==> src/rtl/pipeline_pkg.sv <==
// Shared definitions for the RV32 5-stage pipeline.
//   PIPE_NOP_INSTR  : bubble instruction (addi x0,x0,0)
//   PIPE_RESET_PC   : default first fetch address after reset
//   fetch_state_t   : instruction-fetch FSM encoding
package pipeline_pkg;

  localparam logic [31:0] PIPE_NOP_INSTR = 32'h0000_0013;
  localparam logic [31:0] PIPE_RESET_PC  = 32'h0000_0000;

  typedef enum logic [1:0] {
    FETCH = 2'd0,  // request outstanding, data used when it arrives
    DROP  = 2'd1,  // redirected mid-request; wait it out, then discard
    HOLD  = 2'd2   // fetched word parked in buf_instr during a pipeline hold
  } fetch_state_t;

endpackage

==> src/rtl/if_id_reg.sv <==
// IF/ID pipeline register.
//   clk, reset (async, active-low)
//   flush   : branch/jump redirect; forces a bubble, beats hold
//   hold    : stall or data-memory busywait; keeps contents
//   load    : a fetched instruction is available this cycle
//   instr_in, pc_in, pc_4_in : values captured on load
//   instruction_out, pc_out, pc_4_out, valid_out : register contents
module if_id_reg
  import pipeline_pkg::*;
#(
  parameter logic [31:0] NOP_INSTR = PIPE_NOP_INSTR
) (
  input  logic        clk,
  input  logic        reset,
  input  logic        flush,
  input  logic        hold,
  input  logic        load,
  input  logic [31:0] instr_in,
  input  logic [31:0] pc_in,
  input  logic [31:0] pc_4_in,
  output logic [31:0] instruction_out,
  output logic [31:0] pc_out,
  output logic [31:0] pc_4_out,
  output logic        valid_out
);

  always_ff @(posedge clk or negedge reset) begin
    if (!reset) begin
      instruction_out <= NOP_INSTR;
      pc_out          <= 32'd0;
      pc_4_out        <= 32'd0;
      valid_out       <= 1'b0;
    end else if (flush) begin
      instruction_out <= NOP_INSTR;
      pc_out          <= 32'd0;
      pc_4_out        <= 32'd0;
      valid_out       <= 1'b0;
    end else if (hold) begin
      instruction_out <= instruction_out;
      pc_out          <= pc_out;
      pc_4_out        <= pc_4_out;
      valid_out       <= valid_out;
    end else if (load) begin
      instruction_out <= instr_in;
      pc_out          <= pc_in;
      pc_4_out        <= pc_4_in;
      valid_out       <= 1'b1;
    end else begin
      instruction_out <= NOP_INSTR;
      pc_out          <= 32'd0;
      pc_4_out        <= 32'd0;
      valid_out       <= 1'b0;
    end
  end

endmodule

==> src/rtl/if_stage.sv <==
// Instruction-fetch stage: owns the PC, handshakes with the I-cache and
// feeds the IF/ID register.
//   clk, reset (async, active-low)
//   branch_jump_signal/addr : redirect from EX
//   stall, busywait         : pipeline hold sources
//   i_mem_read/address      : cache request (address stable while read=1)
//   i_mem_readdata/busywait : cache response
//   instruction_out, pc_out, pc_4_out, valid_out : IF/ID contents
module if_stage
  import pipeline_pkg::*;
#(
  parameter logic [31:0] RESET_PC  = PIPE_RESET_PC,
  parameter logic [31:0] NOP_INSTR = PIPE_NOP_INSTR
) (
  input  logic        clk,
  input  logic        reset,
  input  logic        branch_jump_signal,
  input  logic [31:0] branch_jump_addr,
  input  logic        stall,
  input  logic        busywait,
  output logic        i_mem_read,
  output logic [31:0] i_mem_address,
  input  logic [31:0] i_mem_readdata,
  input  logic        i_mem_busywait,
  output logic [31:0] instruction_out,
  output logic [31:0] pc_out,
  output logic [31:0] pc_4_out,
  output logic        valid_out
);

  fetch_state_t state_q, state_d;
  logic [31:0]  fetch_pc_q, fetch_pc_d;
  logic [31:0]  redirect_pc_q, redirect_pc_d;
  logic [31:0]  buf_instr_q, buf_instr_d;

  logic        hold;
  logic        complete;
  logic        load;
  logic [31:0] load_instr;
  logic [31:0] fetch_pc_4;

  assign hold       = stall | busywait;
  // Gated by reset so an abandoned request drops immediately.
  assign i_mem_read = reset & (state_q != HOLD);
  assign complete   = i_mem_read & ~i_mem_busywait;
  assign i_mem_address = fetch_pc_q;
  assign fetch_pc_4 = fetch_pc_q + 32'd4;

  always_comb begin
    state_d       = state_q;
    fetch_pc_d    = fetch_pc_q;
    redirect_pc_d = redirect_pc_q;
    buf_instr_d   = buf_instr_q;
    load          = 1'b0;
    load_instr    = i_mem_readdata;

    unique case (state_q)
      FETCH: begin
        if (branch_jump_signal) begin
          if (complete) begin
            fetch_pc_d = branch_jump_addr;
          end else begin
            // Request must stay stable; remember the target for later.
            redirect_pc_d = branch_jump_addr;
            state_d       = DROP;
          end
        end else if (complete) begin
          if (!hold) begin
            load       = 1'b1;
            fetch_pc_d = fetch_pc_4;
          end else begin
            buf_instr_d = i_mem_readdata;
            state_d     = HOLD;
          end
        end
      end
      DROP: begin
        if (branch_jump_signal) redirect_pc_d = branch_jump_addr;
        if (complete) begin
          fetch_pc_d = branch_jump_signal ? branch_jump_addr : redirect_pc_q;
          state_d    = FETCH;
        end
      end
      HOLD: begin
        if (branch_jump_signal) begin
          fetch_pc_d = branch_jump_addr;
          state_d    = FETCH;
        end else if (!hold) begin
          load       = 1'b1;
          load_instr = buf_instr_q;
          fetch_pc_d = fetch_pc_4;
          state_d    = FETCH;
        end
      end
      default: state_d = FETCH;
    endcase
  end

  always_ff @(posedge clk or negedge reset) begin
    if (!reset) begin
      state_q       <= FETCH;
      fetch_pc_q    <= RESET_PC;
      redirect_pc_q <= 32'd0;
      buf_instr_q   <= NOP_INSTR;
    end else begin
      state_q       <= state_d;
      fetch_pc_q    <= fetch_pc_d;
      redirect_pc_q <= redirect_pc_d;
      buf_instr_q   <= buf_instr_d;
    end
  end

  if_id_reg #(
    .NOP_INSTR(NOP_INSTR)
  ) u_if_id_reg (
    .clk             (clk),
    .reset           (reset),
    .flush           (branch_jump_signal),
    .hold            (hold),
    .load            (load),
    .instr_in        (load_instr),
    .pc_in           (fetch_pc_q),
    .pc_4_in         (fetch_pc_4),
    .instruction_out (instruction_out),
    .pc_out          (pc_out),
    .pc_4_out        (pc_4_out),
    .valid_out       (valid_out)
  );

endmodule

==> config.mk <==
export PLATFORM = sky130hd
export DESIGN_NAME = if_stage
export DESIGN_NICKNAME = d
export VERILOG_FILES = /design/src/rtl/pipeline_pkg.sv /design/src/rtl/if_id_reg.sv /design/src/rtl/if_stage.sv
export SDC_FILE = /design/constraint.sdc
export NUM_CORES = 1
export LEC_CHECK = 0
export CAP_MARGIN = 0
export CORE_AREA = 4 4 192 147
export CTS_BUF_LIST = sky130_fd_sc_hd__clkbuf_2 sky130_fd_sc_hd__clkbuf_4 sky130_fd_sc_hd__clkbuf_8
export CTS_CLUSTER_DIAMETER = 30
export DETAILED_ROUTE_END_ITERATION = 8
export DIE_AREA = 0 0 196 151
export GPL_TIMING_DRIVEN = 0
export PLACE_DENSITY = 0.65
export SLEW_MARGIN = 25
export SYNTH_ARGS = -nofsm -noshare
export SYNTH_HDL_FRONTEND = slang
export SYNTH_HIERARCHICAL = 1
export SYNTH_SLANG_ARGS = --single-unit
==> constraint.sdc <==
create_clock -name clk -period 4.25 [get_ports clk]
set_input_delay 1.275 -clock clk [delete_from_list [all_inputs] [get_ports clk]]
set_output_delay 1.275 -clock clk [all_outputs]
set_load 0.03 [all_outputs]
# Word level (Yosys, flattened, before mapping)
# Cells that the tools add are included.
[classes]
bitwise_logic = 5
reduce_logical = 7
n_addsub = 1
n_mux = 37
n_eq_ne = 12
[op_table]
columns = ["cell", "count"]
rows = [
  ["32-bit two-way mux", 19],
  ["32-bit one-hot mux with 3 select lines", 1],
  ["32-bit one-hot mux with 2 select lines", 1],
  ["32-bit by 3-bit adder with 32-bit output, second input constant", 1],
  ["2-bit two-way mux", 7],
  ["2-bit != test, second input constant", 6],
  ["3-bit != test, second input constant", 4],
  ["1-bit two-way mux", 7],
  ["2-bit one-hot mux with 3 select lines", 1],
  ["3-bit AND reduction", 2],
  ["5-bit AND reduction", 1],
  ["4-bit AND reduction", 1],
  ["3-bit nonzero test", 1],
  ["1-bit bitwise AND", 2],
  ["2-bit by 1-bit equality test with 1-bit output, second input constant", 1],
  ["2-bit equality test, second input constant", 1],
  ["2-bit zero test", 1],
  ["1-bit NOT", 2],
  ["1-bit one-hot mux with 2 select lines", 1],
  ["2-bit nonzero test", 1],
  ["1-bit bitwise OR", 1],
]
[word_totals]
out_inout_bits = 130
register_bits = 195

# Logic depth before layout (Yosys ltp)
[logic_depth]
depth_word = 9
ltp_mapped = 8

# Cells and area by module
# Netlist, hierarchy kept.
[by_module_without_submodules]
columns = ["mod", "area_each_um2", "n_inst", "cells_per_inst", "seq_area_each_um2"]
rows = [
  ["if_stage", 5425.2, 1, 538, 2456.1],
  ["if_id_reg", 3683.5, 1, 233, 2431.1],
]

# Worst setup path before layout
# Ideal clock, no wire load.
[synth_path]
kind = "input to register"
startpoint = "input branch_jump_signal"
endpoint = "register u_if_id_reg.instruction_out[1]"
path_slack_ns = 1.338
path_stages = 6
required_time_ns = 4.167
arrival_time_ns = 2.828
cell_sequence = "clkbuf_1 -> nor2_1 -> nand3_1 -> clkbuf_1 -> mux2_2 -> o32a_1"
[synth_between]
elab_chain_len = 5
[synth_rtl]
columns = ["element", "line_no", "rtl"]
rows = [
  ["start: declaration", "if_stage.sv:17", "input logic branch_jump_signal,"],
  ["1-bit two-way mux (on tied branches)", "if_stage.sv:85, if_stage.sv:59", ""],
  ["1-bit one-hot mux with 2 select lines", "if_stage.sv:57", "unique case (state_q)"],
  ["32-bit two-way mux", "if_id_reg.sv:43", "end else if (load) begin"],
  ["32-bit two-way mux", "if_id_reg.sv:38", "end else if (hold) begin"],
  ["32-bit two-way mux", "if_id_reg.sv:33", "end else if (flush) begin"],
  ["end signal: assignment", "if_id_reg.sv:39", "instruction_out <= instruction_out;"],
  ["end signal: assignment", "if_id_reg.sv:44", "instruction_out <= instr_in;"],
  ["end: declaration", "if_id_reg.sv:21", "output logic [31:0] instruction_out,"],
]
# Parallel ways exist; a longest one is shown, timed or not. The select of a mux whose other input is x is not followed.
# A chain may end at the register's enable or synchronous reset.

# Final worst setup path
[layout_path]
startpoint = "input reset"
endpoint = "output i_mem_read"
[layout_between]
elab_chain_len = 1
[layout_rtl]
columns = ["element", "line_no", "rtl"]
rows = [
  ["start: declaration", "if_stage.sv:16", "input logic reset,"],
  ["1-bit bitwise AND", "if_stage.sv:44", "assign i_mem_read = reset & (state_q != HOLD);"],
  ["end: declaration", "if_stage.sv:21", "output logic i_mem_read,"],
]
# No other way between the ends.

==> results.sh <==
export IMPL_final_common_cell="clkdlybuf4s50_1"
export IMPL_avgSynthCellArea_um2=11.8
export IMPL_leakagePower_uw=0.00497
export IMPL_final_hold_violation_count=0
export IMPL_ctsResizeCount=0
export IMPL_ant_nets=0
export IMPL_reg2reg_depth=8
export IMPL_r2r_start="i_mem_address[2]$_DFFE_PN0P_"
export IMPL_cts_hold_buf=0
export IMPL_die_w_um=196
export IMPL_min_path_cells=1
export IMPL_num_rows=52
export IMPL_antenna_cells=0
export IMPL_core_area_um2=26500
export IMPL_clock_path_buffers=2
export IMPL_viasPerCell=5.50
export IMPL_post_cts_buffers=0
export IMPL_async_reset_ff_share_pct=100
export IMPL_start_util_pct=34.3
export IMPL_path_max_fanout=50
export IMPL_dpl_worst_slack_ns=-0.110
export IMPL_final_net_count=1063
export IMPL_grt_max_degree=73
export IMPL_reg2reg_to="u_if_id_reg/pc_4_out[28]$_DFFE_PN0P_"
export IMPL_root_buffer="clkbuf_8"
export IMPL_status="finished clean"
export IMPL_grt_overflow_total=0
export IMPL_place_congestion=0.838
export IMPL_numCtsBuffers=17
export IMPL_seq_area_frac_synth_pct=53.7
export IMPL_cts_tree="built"
export IMPL_fin_util_pct=45.3
export IMPL_arrival_ns=2.81
export IMPL_clkTransAtPathRegs_ns=0.09
export IMPL_track_usage_pct=19.3
export IMPL_finalSetupViolations=0
export IMPL_syn_to_final_growth_pct=32.0
export IMPL_ios=200
export IMPL_setup_slack_ns=0.161
export IMPL_port_buffers=199
export IMPL_vdd_drop_max_mv=0.275
export IMPL_ys_ff_latch=195
export IMPL_period_needed_ns=4.09
export IMPL_syn_num_nets=842
export IMPL_critical_path_slowest_cell="clkdlybuf4s50_1"
export IMPL_clkSinkCount=195
export IMPL_period_share_pct=96.2
export IMPL_cp_required_ns=2.97
export IMPL_rrSetupSlack_ns=1.39
export IMPL_rsz0062_at_grt="no"
export IMPL_yosys_warnings=6
export IMPL_drt_wirelength_per_cell_um=21.1
export IMPL_firstDrtPassIters=5
export IMPL_crit_family="buffers and inverters"
export IMPL_fin_worst_skew_ns=0.0301
export IMPL_tightest_slew_ns=1.00
export IMPL_hp_start="u_if_id_reg/pc_4_out[21]$_DFFE_PN0P_"
export IMPL_crit_path_cell_trace="buf_8, buf_16, and2_1, clkdlybuf4s50_1"
export IMPL_max_stage_delay_ns=0.72
export IMPL_drive_gt1_share_pct=17.6
export IMPL_syn_instance_count=771
export IMPL_die_h_um=151
export IMPL_synth_area_um2=9110
export IMPL_finalPower_uw=4660
export IMPL_p_per_area_nw_per_um2=387
export IMPL_htreeDepth=4
export IMPL_drc=0
export IMPL_synth_main_ff_cell="dfrtp_1"
export IMPL_via_count=7464
export IMPL_finalWirelength_um=28700
export IMPL_antenna_found_initial=3
export IMPL_synth_edff_count=0
export IMPL_path_buf_inv=3
export IMPL_cap_violations=0
export IMPL_path_class="in2out"
export IMPL_grt_pass1_vias=7465
export IMPL_hpwl_um=20800
export IMPL_hold_path_class="reg2reg"
export IMPL_slew_viol_final=0
export IMPL_grt_pass1_wl_um=44300
export IMPL_drt_initial_drc_count=539
export IMPL_dieArea_um2=29600
export IMPL_cp_depth=4
export IMPL_synth_cell_types=52
export IMPL_fin_cells=1356
export IMPL_crit_path_end_kind="output port"
export IMPL_hold_end="u_if_id_reg/pc_4_out[21]$_DFFE_PN0P_"
export IMPL_clkLatencyLatePin_ns=0.50
export IMPL_slew_headroom_pct=32.5
export IMPL_fmax_ghz=0.245
export IMPL_worst_setup_path_start_kind="primary input"
export IMPL_dpl_cell_count=1323
export IMPL_mostFrequentLayoutCells="clkdlybuf4s50_1, dfrtp_1, mux2_2"
[synth_stat cells (all sizes together), types with 3 or more instances]
cell | n | area share, %
nor2 | 51 | 2.1
a221oi | 6 | 0.58
a32o | 92 | 10
o21ai | 49 | 2.7
o2bb2ai | 11 | 1.1
o31a | 4 | 0.38
a21oi | 21 | 1.2
nand4 | 5 | 0.34
dfstp | 6 | 1.7
and3 | 9 | 0.62
dfrtp | 189 | 52
o22ai | 3 | 0.21
nand3 | 13 | 0.91
nor4 | 7 | 0.55
nand2b | 6 | 0.41
o32a | 3 | 0.33
nand2 | 48 | 2.0
clkbuf | 33 | 1.4
mux2i | 3 | 0.33
xnor2 | 9 | 0.87
nor3 | 9 | 0.49
mux2 | 96 | 12
buf | 38 | 3.0
inv | 8 | 0.33
nor2b | 7 | 0.56
or4 | 5 | 0.47
a31oi | 3 | 0.21
xor2 | 19 | 1.8
[worst max-delay path by stage]
stage | start | slack (ns) | end
final | reset | 0.16 | i_mem_read
after global routing | reset | 0.02 | i_mem_read
after CTS | reset | 0.11 | i_mem_read
after detailed placement | branch_jump_signal | -0.11 | redirect_pc_q[5]$_DFFE_PN0P_
after global placement | reset | -7.40 | i_mem_address[23]$_DFFE_PN0P_
after floorplan | branch_jump_signal | 1.34 | u_if_id_reg/instruction_out[1]$_DFFE_PN1P_
[kinds of logic (layout without fill, tap and decap cells)]
kind of cell             count (synthesis)  in the layout  synth area share, %
XOR/XNOR                                28             28                 2.69
AO/OA/AOI/OAI                          203            203                 17.7
adder cells (fa/ha/maj)                  1              1                0.137
multiplexers                            99             99                 12.2
buffers and inverters                   79            313                 4.66
flip-flops                             195            195                 53.7
AND/OR/NAND/NOR                        166            166                 8.93
[flip-flops by register name (all words and copies together), names as in the netlist]
register and flops:
buf_instr_q 32, i_mem_address 32, redirect_pc_q 32, state_q 2, u_if_id_reg/instruction_out 32, u_if_id_reg/pc_4_out 32
u_if_id_reg/pc_out 32, u_if_id_reg/valid_out 1
[layer usage]
metal,GRT usage [%],share of wire (%)
met5,0,0.14
met4,5.13,1.8
met3,5.36,7.7
met2,28.4,44
met1,28.1,47
[metrics by stage]
stage	cell area [um2]	setup TNS [ns]	hold WS, ns
CTS	12000	0	0.502
global route	12000	0	0.515
detailed placement	11600	-2.68	0.480
global placement	11500	-2680.51	0.474
finish	12000	0	0.500
floorplan	9110	0	0.473
[cell type report]
cell class | count | area (um2)
plain buffers | 71 | 394
clock buffers | 19 | 262
clock inverters | 13 | 134
fillers | 2569 | 14500
inverters | 8 | 30.0
multi-input cells | 497 | 3800
flip-flops and latches | 195 | 4890
well taps | 351 | 439
repair buffers | 202 | 2080
[power breakdown]
part / internal (uW) / switching, uW
sequential: 2080 / 254
combinational: 494 / 596
clock: 470 / 763
total: 3040 / 1610
No activity file was read; power rests on OpenSTA's default activity.
